### config.mk
export PLATFORM = sky130hd
export DESIGN_NAME = neuron_scheduler
export DESIGN_NICKNAME = d
export VERILOG_FILES = /design/src/rtl/snn_pkg.sv /design/src/rtl/spike_fifo.sv /design/src/rtl/neuron_scheduler.sv
export SDC_FILE = /design/constraint.sdc
export NUM_CORES = 1
export LEC_CHECK = 0
export CAP_MARGIN = 0
export CORE_AREA = 2 2 215 217
export CTS_CLUSTER_DIAMETER = 100
export CTS_CLUSTER_SIZE = 40
export DETAILED_ROUTE_END_ITERATION = 12
export DIE_AREA = 0 0 217 219
export DONT_BUFFER_PORTS = 1
export HOLD_SLACK_MARGIN = 0.06
export SYNTH_ARGS = -nofsm -noshare
export SYNTH_HDL_FRONTEND = slang
export SYNTH_HIERARCHICAL = 1
export SYNTH_SLANG_ARGS = --single-unit
### constraint.sdc
create_clock -name clk_i -period 18.95 [get_ports clk_i]
set_clock_uncertainty 0.05 [all_clocks]
set_input_delay 2.8425 -clock clk_i [delete_from_list [all_inputs] [get_ports clk_i]]
set_output_delay 2.8425 -clock clk_i [all_outputs]
set_load 0.1 [all_outputs]
### src/rtl/snn_pkg.sv
// Shared types and default sizing for the SNN core's timestep scheduler.
package snn_pkg;

    localparam int NUM_NEURONS_DEFAULT     = 256;
    localparam int NEURON_IDX_W            = $clog2(NUM_NEURONS_DEFAULT);
    localparam int POTENTIAL_WIDTH_DEFAULT = 9;

    typedef enum logic [2:0] {
        IDLE,
        READ,
        EVAL,
        WRITE,
        DONE
    } sched_state_t;

    typedef logic [NEURON_IDX_W-1:0] spike_event_t;

endpackage

### src/rtl/spike_fifo.sv
// First-word-fall-through event queue; full/empty come from a registered occupancy count.
module spike_fifo #(
    parameter int WIDTH = 8,
    parameter int DEPTH = 16
) (
    input  logic             clk,
    input  logic             rst,
    input  logic             push,
    input  logic [WIDTH-1:0] push_data,
    input  logic             pop,
    output logic [WIDTH-1:0] pop_data,
    output logic             full,
    output logic             empty
);
    localparam int AW = $clog2(DEPTH);
    localparam logic [AW:0] FULL_COUNT = (AW+1)'(DEPTH);

    logic [WIDTH-1:0] mem [DEPTH];
    logic [AW-1:0]    wr_ptr;
    logic [AW-1:0]    rd_ptr;
    logic [AW:0]      count;
    logic             do_push;
    logic             do_pop;

    assign full     = (count == FULL_COUNT);
    assign empty    = (count == '0);
    assign do_push  = push && !full;
    assign do_pop   = pop && !empty;
    // Head is forced to zero when empty so the output is clean after reset.
    assign pop_data = empty ? '0 : mem[rd_ptr];

    always_ff @(posedge clk or posedge rst) begin
        if (rst) begin
            wr_ptr <= '0;
            rd_ptr <= '0;
            count  <= '0;
        end else begin
            if (do_push) wr_ptr <= wr_ptr + AW'(1);
            if (do_pop)  rd_ptr <= rd_ptr + AW'(1);
            case ({do_push, do_pop})
                2'b10:   count <= count + (AW+1)'(1);
                2'b01:   count <= count - (AW+1)'(1);
                default: count <= count;
            endcase
        end
    end

    always_ff @(posedge clk) begin
        if (do_push) mem[wr_ptr] <= push_data;
    end

endmodule

### src/rtl/neuron_scheduler.sv
// Timestep sequencer: latches axons on tick, walks every neuron through read/eval/write, queues spikes.
module neuron_scheduler
    import snn_pkg::*;
#(
    parameter int NUM_NEURONS     = 256,
    parameter int NUM_AXONS       = 256,
    parameter int POTENTIAL_WIDTH = 9,
    parameter int FIFO_DEPTH      = 16
) (
    input  logic                           clk_i,
    input  logic                           rst_i,
    input  logic                           tick_i,
    input  logic [NUM_AXONS-1:0]           axon_in_i,
    output logic                           busy_o,
    output logic                           done_o,
    output logic                           overrun_o,
    output logic                           mem_rd_en_o,
    output logic [$clog2(NUM_NEURONS)-1:0] mem_addr_o,
    output logic                           pot_we_o,
    output logic [POTENTIAL_WIDTH-1:0]     pot_wdata_o,
    output logic [NUM_AXONS-1:0]           nb_axon_o,
    input  logic [POTENTIAL_WIDTH-1:0]     nb_write_potential_i,
    input  logic                           nb_spike_i,
    output logic                           spike_valid_o,
    input  logic                           spike_ready_i,
    output logic [$clog2(NUM_NEURONS)-1:0] spike_neuron_o
);
    localparam int IDX_W = $clog2(NUM_NEURONS);
    localparam logic [IDX_W-1:0] LAST_N = IDX_W'(NUM_NEURONS - 1);

    sched_state_t               state;
    logic [IDX_W-1:0]           n;
    logic [NUM_AXONS-1:0]       axon_q;
    logic [POTENTIAL_WIDTH-1:0] pot_q;
    logic                       spike_q;
    logic                       overrun_q;
    logic                       fifo_full;
    logic                       fifo_empty;
    logic                       write_go;
    logic                       push;

    // A spiking neuron may only commit its write-back once its event has a FIFO slot.
    assign write_go = (state == WRITE) && !(spike_q && fifo_full);
    assign push     = write_go && spike_q;

    always_ff @(posedge clk_i or posedge rst_i) begin
        if (rst_i) begin
            state     <= IDLE;
            n         <= '0;
            axon_q    <= '0;
            pot_q     <= '0;
            spike_q   <= 1'b0;
            overrun_q <= 1'b0;
        end else begin
            if (tick_i && state != IDLE) overrun_q <= 1'b1;
            case (state)
                IDLE: begin
                    if (tick_i) begin
                        axon_q <= axon_in_i;
                        n      <= '0;
                        state  <= READ;
                    end
                end
                READ: state <= EVAL;
                EVAL: begin
                    pot_q   <= nb_write_potential_i;
                    spike_q <= nb_spike_i;
                    state   <= WRITE;
                end
                WRITE: begin
                    if (write_go) begin
                        if (n == LAST_N) begin
                            state <= DONE;
                        end else begin
                            n     <= n + IDX_W'(1);
                            state <= READ;
                        end
                    end
                end
                DONE:    state <= IDLE;
                default: state <= IDLE;
            endcase
        end
    end

    // Outputs decode registers only; nothing from spike_ready_i reaches the FSM.
    assign busy_o        = (state != IDLE);
    assign done_o        = (state == DONE);
    assign mem_rd_en_o   = (state == READ);
    assign mem_addr_o    = n;
    assign pot_we_o      = write_go;
    assign pot_wdata_o   = pot_q;
    assign nb_axon_o     = axon_q;
    assign overrun_o     = overrun_q;
    assign spike_valid_o = !fifo_empty;

    spike_fifo #(
        .WIDTH (IDX_W),
        .DEPTH (FIFO_DEPTH)
    ) u_spike_fifo (
        .clk       (clk_i),
        .rst       (rst_i),
        .push      (push),
        .push_data (n),
        .pop       (spike_valid_o && spike_ready_i),
        .pop_data  (spike_neuron_o),
        .full      (fifo_full),
        .empty     (fifo_empty)
    );

endmodule
==> results of run 1 <==
[layer usage]
layer	part of all wire [%]	vias up	GRT usage, %	wire length, µm
met5	0.54	-	0	273
met4	3.1	42	5.82	1590
met3	9.6	103	8.59	4880
met2	51	302	35.1	25600
met1	36	4432	23.6	18200
li1	-	3503	-	-
[cell usage in the layout, fill, tap and decap left out, types with 5 or more instances in the layout]
cell type	n
buf_4	22
o21ai_0	14
a21oi_1	7
mux2_2	227
dfrtp_1	291
clkbuf_16	18
mux2_1	49
nand2_1	12
and2_1	5
nor3_1	5
nor2_1	20
a31oi_1	5
a21oi_2	8
xnor2_1	7
nand3_1	7
edfxtp_1	128
mux2i_1	8
ha_1	10
mux4_2	14
inv_1	12
diode_2	16
mux4_1	18
[critical path, stage by stage, from the launching register on]
cell and delay [ns]:
dfrtp_1 0.85, buf_4 0.51, mux4_1 0.37, mux2_2 0.19, o21ai_0 0.11, a21oi_2 0.89
[kinds of logic after synthesis]
group	count (synthesis)	share of synthesized area, %
adder cells (fa/ha/maj)	10	0.749
multiplexers	316	23.8
buffers and inverters	64	3.77
XOR/XNOR	10	0.525
AND/OR/NAND/NOR	77	2.59
AO/OA/AOI/OAI	52	1.90
flip-flops	419	66.6
[worst max-delay path by stage]
stage / to / slack [ns] / cells past startpoint
global placement: nb_axon_o[52]$_DFFE_PP0P_ / 12.88 / 5
global route: spike_neuron_o[0] / 12.35 / 5
finish: spike_neuron_o[2] / 12.57 / 5
floorplan: mem_addr_o[0]$_DFFE_PP0P_ / 8.39 / 1
CTS: spike_neuron_o[2] / 12.48 / 5
detailed placement: nb_axon_o[20]$_DFFE_PP0P_ / 12.83 / 5
[registers in the layout, indices dropped and copies added, names as in the netlist]
| signal | count |
|---|---|
| u_spike_fifo/wr_ptr | 4 |
| overrun_o | 1 |
| spike_q | 1 |
| u_spike_fifo/rd_ptr | 4 |
| pot_wdata_o | 9 |
| u_spike_fifo/mem | 128 |
| u_spike_fifo/count | 5 |
| mem_addr_o | 8 |
| state | 3 |
| nb_axon_o | 256 |
[area by class of cell]
class	instances	area, µm²	area share (%)
Tap cell	600	751	4.23
Sequential cell	419	11100	62.7
Timing Repair Buffer	24	218	1.23
Clock buffer	20	437	2.46
Clock inverter	7	126	0.712
Multi-Input combinational cell	465	4980	28.1
Inverter	13	56.3	0.317
Antenna cell	16	40.0	0.226
[metrics by stage]
step / worst slack, ns / cell area (µm²) / util, % / instances / hold WS [ns]
floorplan: 8.39 / 16700 / - / 948 / 0.437
global placement: 12.88 / 17100 / 38.0 / 1521 / 0.454
detailed placement: 12.83 / 17100 / 38.0 / 1521 / 0.456
CTS: 12.48 / 17700 / 39.3 / 1548 / 0.487
global route: 12.35 / 17700 / 39.3 / 1552 / 0.512
finish: 12.57 / 17700 / 39.3 / 1564 / 0.482
==> flow_metrics.env, run 1 <==
export IMPL_outcome="finished, final reports clean"
export IMPL_wl_per_cell_um=32.3
export IMPL_viasPerCell=5.36
export IMPL_fill_cells=4179
export IMPL_ctsHoldBuffers=0
export IMPL_clockBufferDepth=3
export IMPL_drive_gt1_share_pct=32.6
export IMPL_r2r_end="nb_axon_o[5]$_DFFE_PP0P_"
export IMPL_area_growth_pct=6.25
export IMPL_rr_worst_depth=5
export IMPL_worstSetupStartpointType="flop"
export IMPL_grt_pass1_vias=8306
export IMPL_vias=8382
export IMPL_die_x_um=217
export IMPL_hold_viol_final=0
export IMPL_synthMostInstantiatedCell="dfrtp_1"
export IMPL_cp_startpoint="u_spike_fifo/rd_ptr[0]$_DFFE_PP0P_"
export IMPL_r2r_slack_ns=14.57
export IMPL_core_um2=45100
export IMPL_first_iter_violations=506
export IMPL_drt_pass1_iter_count=4
export IMPL_crit_required_ns=16.06
export IMPL_slew_headroom_pct=18.0
export IMPL_drv_slew=0
export IMPL_cp_max_fo=24
export IMPL_cts_tree="yes"
export IMPL_drc=0
export IMPL_grt_max_degree=108
export IMPL_hp_start="nb_axon_o[234]$_DFFE_PP0P_"
export IMPL_track_usage_pct=20.5
export IMPL_numCtsBuffers=16
export IMPL_fin_crit_sh_pct=33.7
export IMPL_postSynthCellCount=948
export IMPL_antenna_found_initial=43
export IMPL_synth_edf_count=128
export IMPL_syn_area_um2=16700
export IMPL_dieArea_um2=47500
export IMPL_synthTopCellsByArea="dfrtp_1 (44%), edfxtp_1 (23%), mux2_2 (15%)"
export IMPL_cts_sinks=419
export IMPL_final_setup_viol_count=0
export IMPL_rows=78
export IMPL_ys_seq_area_share_pct=66.6
export IMPL_yosysUniqueCellTypes=57
export IMPL_synth_warnings=6
export IMPL_wl_um=50600
export IMPL_dp_hpwl_um=39500
export IMPL_holdPathStages=1
export IMPL_postSynth_asyncResetShare_pct=69.5
export IMPL_post_cts_buffers=0
export IMPL_io_pins=557
export IMPL_synth_seq_cells=419
export IMPL_synth_commonest_cells="dfrtp_1 (291), mux2_2 (227), edfxtp_1 (128)"
export IMPL_nets=1219
export IMPL_arrival_ns=3.48
export IMPL_setup_tns_ns=0
export IMPL_gp_congestion=0.842
export IMPL_io_buffer_count=0
export IMPL_cts_root_buffer="clkbuf_16"
export IMPL_whs_endpoint="nb_axon_o[234]$_DFFE_PP0P_"
export IMPL_rsz0062_at_grt="false"
export IMPL_cap_violations=0
export IMPL_syn_nets=1228
export IMPL_grt_pass1_wl_um=68300
export IMPL_yosysTopAreaCellShare_pct=43.6
export IMPL_worstSetupPathType="reg2out"
export IMPL_worst_setup_path_end_kind="output pin"
export IMPL_fmax_mhz=157
export IMPL_grt_ovfl_total=0
export IMPL_r2r_start="state[2]$_DFFE_PP0P_"
export IMPL_worst_hold_path_type="reg2reg"
export IMPL_tightestPinTransition_ns=1.23
export IMPL_start_util_pct=37.0
export IMPL_yosysTopAreaCell="dfrtp_1"
export IMPL_dieHeight_um=219
export IMPL_finalCriticalPeriod_ns=6.38
export IMPL_synth_avg_cell_area_um2=17.6
export IMPL_clock_latency_ns=0.56
export IMPL_htree_levels=1
export IMPL_ant_nets=0
export IMPL_cts_resized=0
export IMPL_clk_pin_slew_ns=0.14
export IMPL_synth_main_ff_cell="dfrtp_1"
Power of run 1 is left out: the tool's default activity adds up to more than one toggle a clock period on the data nets, which glitch-free logic cannot reach.
==> run 2: changes to the inputs <==
==> constraint.sdc (replaced) <==
create_clock -name clk_i -period 6 [get_ports clk_i]
set_clock_uncertainty 0.05 [all_clocks]
set_input_delay 0.9 -clock clk_i [delete_from_list [all_inputs] [get_ports clk_i]]
set_output_delay 0.9 -clock clk_i [all_outputs]
set_load 0.1 [all_outputs]
==> run 2 against run 1 <==
Compared with the run above:
- register-to-register slack got worse by 13 ns
- sequential share of layout area is 0.26 points lower
- non-clock buffer count down 3
- via count is 0.19% lower
==> flow_metrics.env, run 2 (synthesis results as in run 1) <==
export IMPL_outcome="finished, final reports clean"
export IMPL_fmax_mhz=237
export IMPL_finalCriticalPeriod_ns=4.21
export IMPL_io_pins=557
export IMPL_gp_congestion=0.805
export IMPL_largest_reg_flops=256
export IMPL_ant_nets=0
export IMPL_cts_root_buffer="clkbuf_16"
export IMPL_drv_slew=0
export IMPL_cts_sinks=419
export IMPL_post_cts_buffers=0
export IMPL_antenna_found_initial=50
export IMPL_vias=8366
export IMPL_clock_latency_ns=0.55
export IMPL_start_util_pct=37.0
export IMPL_cts_resized=0
export IMPL_worst_setup_path_end_kind="flop"
export IMPL_final_common_cell="dfrtp_1"
export IMPL_clockBufferDepth=3
export IMPL_final_setup_viol_count=0
export IMPL_drc=0
export IMPL_dp_hpwl_um=37900
export IMPL_clk_pin_slew_ns=0.14
export IMPL_cp_max_fo=12
export IMPL_core_um2=45100
export IMPL_cap_violations=0
export IMPL_grt_max_degree=140
export IMPL_nets=1217
export IMPL_fin_crit_sh_pct=70.2
export IMPL_wl_um=49100
export IMPL_drt_pass1_iter_count=5
export IMPL_track_usage_pct=20.1
export IMPL_htree_levels=1
export IMPL_worstSetupStartpointType="flop"
export IMPL_drive_gt1_share_pct=32.6
export IMPL_area_growth_pct=6.70
export IMPL_hold_viol_final=0
export IMPL_final_cell_mix="dfrtp_1 (291), mux2_2 (227), edfxtp_1 (128)"
export IMPL_rsz0062_at_grt="false"
export IMPL_ctsHoldBuffers=0
export IMPL_die_x_um=217
export IMPL_viasPerCell=5.36
export IMPL_crit_required_ns=6.39
export IMPL_dieArea_um2=47500
export IMPL_setup_tns_ns=0
export IMPL_worst_hold_path_type="in2async"
export IMPL_cts_tree="yes"
export IMPL_arrival_ns=4.60
export IMPL_rows=78
export IMPL_holdWs_ns=0.263
export IMPL_io_buffer_count=0
export IMPL_worstSetupPathType="reg2reg"
export IMPL_first_iter_violations=563
export IMPL_numCtsBuffers=17
export IMPL_grt_pass1_wl_um=67700
export IMPL_wl_per_cell_um=31.4
export IMPL_tightestPinTransition_ns=1.22
export IMPL_dieHeight_um=219
export IMPL_grt_ovfl_total=0
export IMPL_grt_pass1_vias=8533
export IMPL_slew_headroom_pct=18.5
[run 2: per-stage QoR]
step	cells	cell area, µm²	setup slack (ns)	utilization [%]
floorplan	948	16700	1.37	-
finish	1562	17800	1.79	39.5
CTS	1546	17800	1.76	39.4
global route	1553	17800	1.40	39.5
detailed placement	1518	17100	1.83	38.0
global placement	1518	17100	1.96	38.0
[run 2: worst paths after layout]
| kind | from | endpoint | slack (ns) | depth (start not counted) |
|---|---|---|---|---|
| max | u_spike_fifo/count[1]$_DFFE_PP0P_ | u_spike_fifo/count[4]$_DFFE_PP0P_ | 1.79 | 13 |
| min | rst_i | u_spike_fifo/rd_ptr[1]$_DFFE_PP0P_ | 0.26 | 1 |
| max reg2reg | u_spike_fifo/count[1]$_DFFE_PP0P_ | u_spike_fifo/count[4]$_DFFE_PP0P_ | 1.79 | 13 |
| min reg2reg | spike_q$_DFFE_PP0N_ | spike_q$_DFFE_PP0N_ | 0.48 | 1 |
| max in group asynchronous | rst_i | nb_axon_o[160]$_DFFE_PP0P_ | 4.09 | 3 |
| min in group clk_i | axon_in_i[45] | nb_axon_o[45]$_DFFE_PP0P_ | 0.39 | 1 |
[run 2: area by class of cell]
class | count | area [µm²]
fill | 4115 | 27300
sequential | 419 | 11100
multi-input combinational | 465 | 4980
clock inverter | 9 | 194
antenna | 16 | 40.0
tap | 600 | 751
clock buffer | 19 | 433
timing repair buffer | 21 | 233
inverter | 13 | 52.6
[run 2: layer usage]
layer,part of all wire (%),GRT usage [%]
met5,0.55,0
met4,2.3,3.61
met3,9.2,8.30
met2,51,34.4
met1,37,23.9
[run 2: worst max-delay path, cell delays in order (launching register included)]
cell	delay, ns
dfrtp_1	0.51
nor4_2	0.12
and2_1	0.17
and2_1	0.17
nor3_2	0.59
and2_1	0.21
a21boi_2	0.35
inv_1	0.12
ha_1	0.36
ha_1	0.43
o211ai_1	0.14
nor4bb_1	0.18
a2111o_1	0.39
or3_1	0.31
Power of run 2 is left out for the same reason.
==> run 3: changes to the inputs <==
==> constraint.sdc (replaced) <==
create_clock -name clk_i -period 3.4 [get_ports clk_i]
set_clock_uncertainty 0.05 [all_clocks]
set_input_delay 0.51 -clock clk_i [delete_from_list [all_inputs] [get_ports clk_i]]
set_output_delay 0.51 -clock clk_i [all_outputs]
set_load 0.1 [all_outputs]
==> run 3 against run 2 <==
Compared with the run above:
- sequential cell count unchanged
- setup slack got worse by 1.6 ns
- global-route usage shrank 0.78 points
- first-iteration DRC count is 5.2% lower
- worst hold slack lost 0.15 ns
- die area unchanged
- register-to-register slack worse by 1.6 ns
==> flow_metrics.env, run 3 (synthesis results as in run 1) <==
export IMPL_outcome="finished, final reports clean"
export IMPL_cts_tree="yes"
export IMPL_dieHeight_um=219
export IMPL_r2r_start="u_spike_fifo/count[0]$_DFFE_PP0P_"
export IMPL_rows=78
export IMPL_drv_slew=0
export IMPL_clk_pin_slew_ns=0.13
export IMPL_final_common_cell="dfrtp_1"
export IMPL_path_buf_inv=2
export IMPL_fin_crit_sh_pct=94.8
export IMPL_vias=9414
export IMPL_dp_cells=1550
export IMPL_clockBufferDepth=3
export IMPL_clock_latency_ns=0.55
export IMPL_finalCriticalPeriod_ns=3.22
export IMPL_wl_per_cell_um=25.8
export IMPL_fmax_mhz=310
export IMPL_ant_nets=0
export IMPL_drive_gt1_share_pct=27.4
export IMPL_arrival_ns=2.66
export IMPL_final_setup_viol_count=0
export IMPL_worst_setup_path_end_kind="output pin"
export IMPL_cts_root_buffer="clkbuf_16"
export IMPL_start_util_pct=37.0
export IMPL_drt_pass1_iter_count=4
export IMPL_area_growth_pct=24.3
export IMPL_r2r_end="u_spike_fifo/count[4]$_DFFE_PP0P_"
export IMPL_worstSetupStartpointType="flop"
export IMPL_numCtsBuffers=16
export IMPL_final_cell_mix="dfrtp_1 (290), dlygate4sd3_1 (268), mux2_2 (227)"
export IMPL_core_um2=45100
export IMPL_viasPerCell=5.08
export IMPL_drc=0
export IMPL_cp_slowest_cell="mux4_1"
export IMPL_whs_endpoint="state[0]$_DFFE_PP0P_"
export IMPL_nets=1516
export IMPL_hold_viol_final=0
export IMPL_hp_start="tick_i"
export IMPL_first_iter_violations=534
export IMPL_final_cells=1852
export IMPL_r2r_slack_ns=0.20
export IMPL_cap_violations=0
export IMPL_grt_pass1_vias=10048
export IMPL_antenna_found_initial=14
export IMPL_gp_congestion=0.842
export IMPL_crit_family="multiplexers"
export IMPL_setup_tns_ns=0
export IMPL_grt_max_degree=118
export IMPL_cp_cell_sequence="buf_12 > mux4_1 > mux2_2 > o21ai_1 > a21oi_2 > buf_4"
export IMPL_rr_worst_depth=13
export IMPL_dieArea_um2=47500
export IMPL_cts_sinks=419
export IMPL_dp_hpwl_um=34600
export IMPL_rsz0062_at_grt="false"
export IMPL_crit_path_max_incr_delay_ns=0.58
export IMPL_track_usage_pct=19.3
export IMPL_grt_ovfl_total=0
export IMPL_tightestPinTransition_ns=1.08
export IMPL_fin_util_pct=46.0
export IMPL_worstSetupPathType="reg2out"
export IMPL_worst_hold_path_type="in2reg"
export IMPL_io_buffer_count=0
export IMPL_grt_pass1_wl_um=68100
export IMPL_crit_required_ns=2.84
export IMPL_io_pins=557
export IMPL_die_x_um=217
export IMPL_wl_um=47700
export IMPL_holdPathStages=2
export IMPL_largest_reg_flops=256
export IMPL_cp_max_fo=35
export IMPL_htree_levels=1
export IMPL_slew_headroom_pct=27.7
export IMPL_cp_startpoint="u_spike_fifo/rd_ptr[0]$_DFFE_PP0P_"
## run 3: layer usage
metal  track usage, %  vias up  routed length, µm
li1                 -     4092                  -
met1             22.8     4892              18200
met2             33.7      338              24600
met3             5.64       80               3280
met4             6.32       12               1550
met5                0        -                 76
## run 3: worst max-delay path by stage
| stage | end | cells after the start |
|---|---|---|
| floorplan | mem_addr_o[0]$_DFFE_PP0P_ | 1 |
| global placement | u_spike_fifo/count[4]$_DFFE_PP0P_ | 13 |
| detailed placement | u_spike_fifo/count[4]$_DFFE_PP0P_ | 13 |
| CTS | spike_neuron_o[0] | 6 |
| global route | u_spike_fifo/count[4]$_DFFE_PP0P_ | 14 |
| finish | spike_neuron_o[3] | 6 |
## run 3: layout make-up
cell class                 instances  area (µm²)
tap                              600         751
multi-input combinational        465        5020
fill                            3920       24300
timing repair buffer             321        3230
antenna                            7        17.5
inverter                          13        52.6
clock buffer                      22         444
clock inverter                     5         105
sequential                       419       11100
## run 3: what timing repair did
item                                    4_1_cts  5_1_grt
endpoints found under the hold margin       298        0
gates resized for setup                       0        2
endpoints found under the setup margin        0        2
hold buffers                                268        0
setup buffers                                 0        0
## run 3: through the flow
step	hold WS [ns]	worst slack, ns	cell area, µm²
2_1_floorplan	0.337	-0.839	16800
3_5_place_dp	0.436	0.192	17500
6_report	0.112	0.178	20700
4_1_cts	0.0748	0.0807	20700
3_3_place_gp	0.431	0.259	17500
5_1_grt	0.0845	0.0369	20700
Power of run 3 is left out for the same reason.
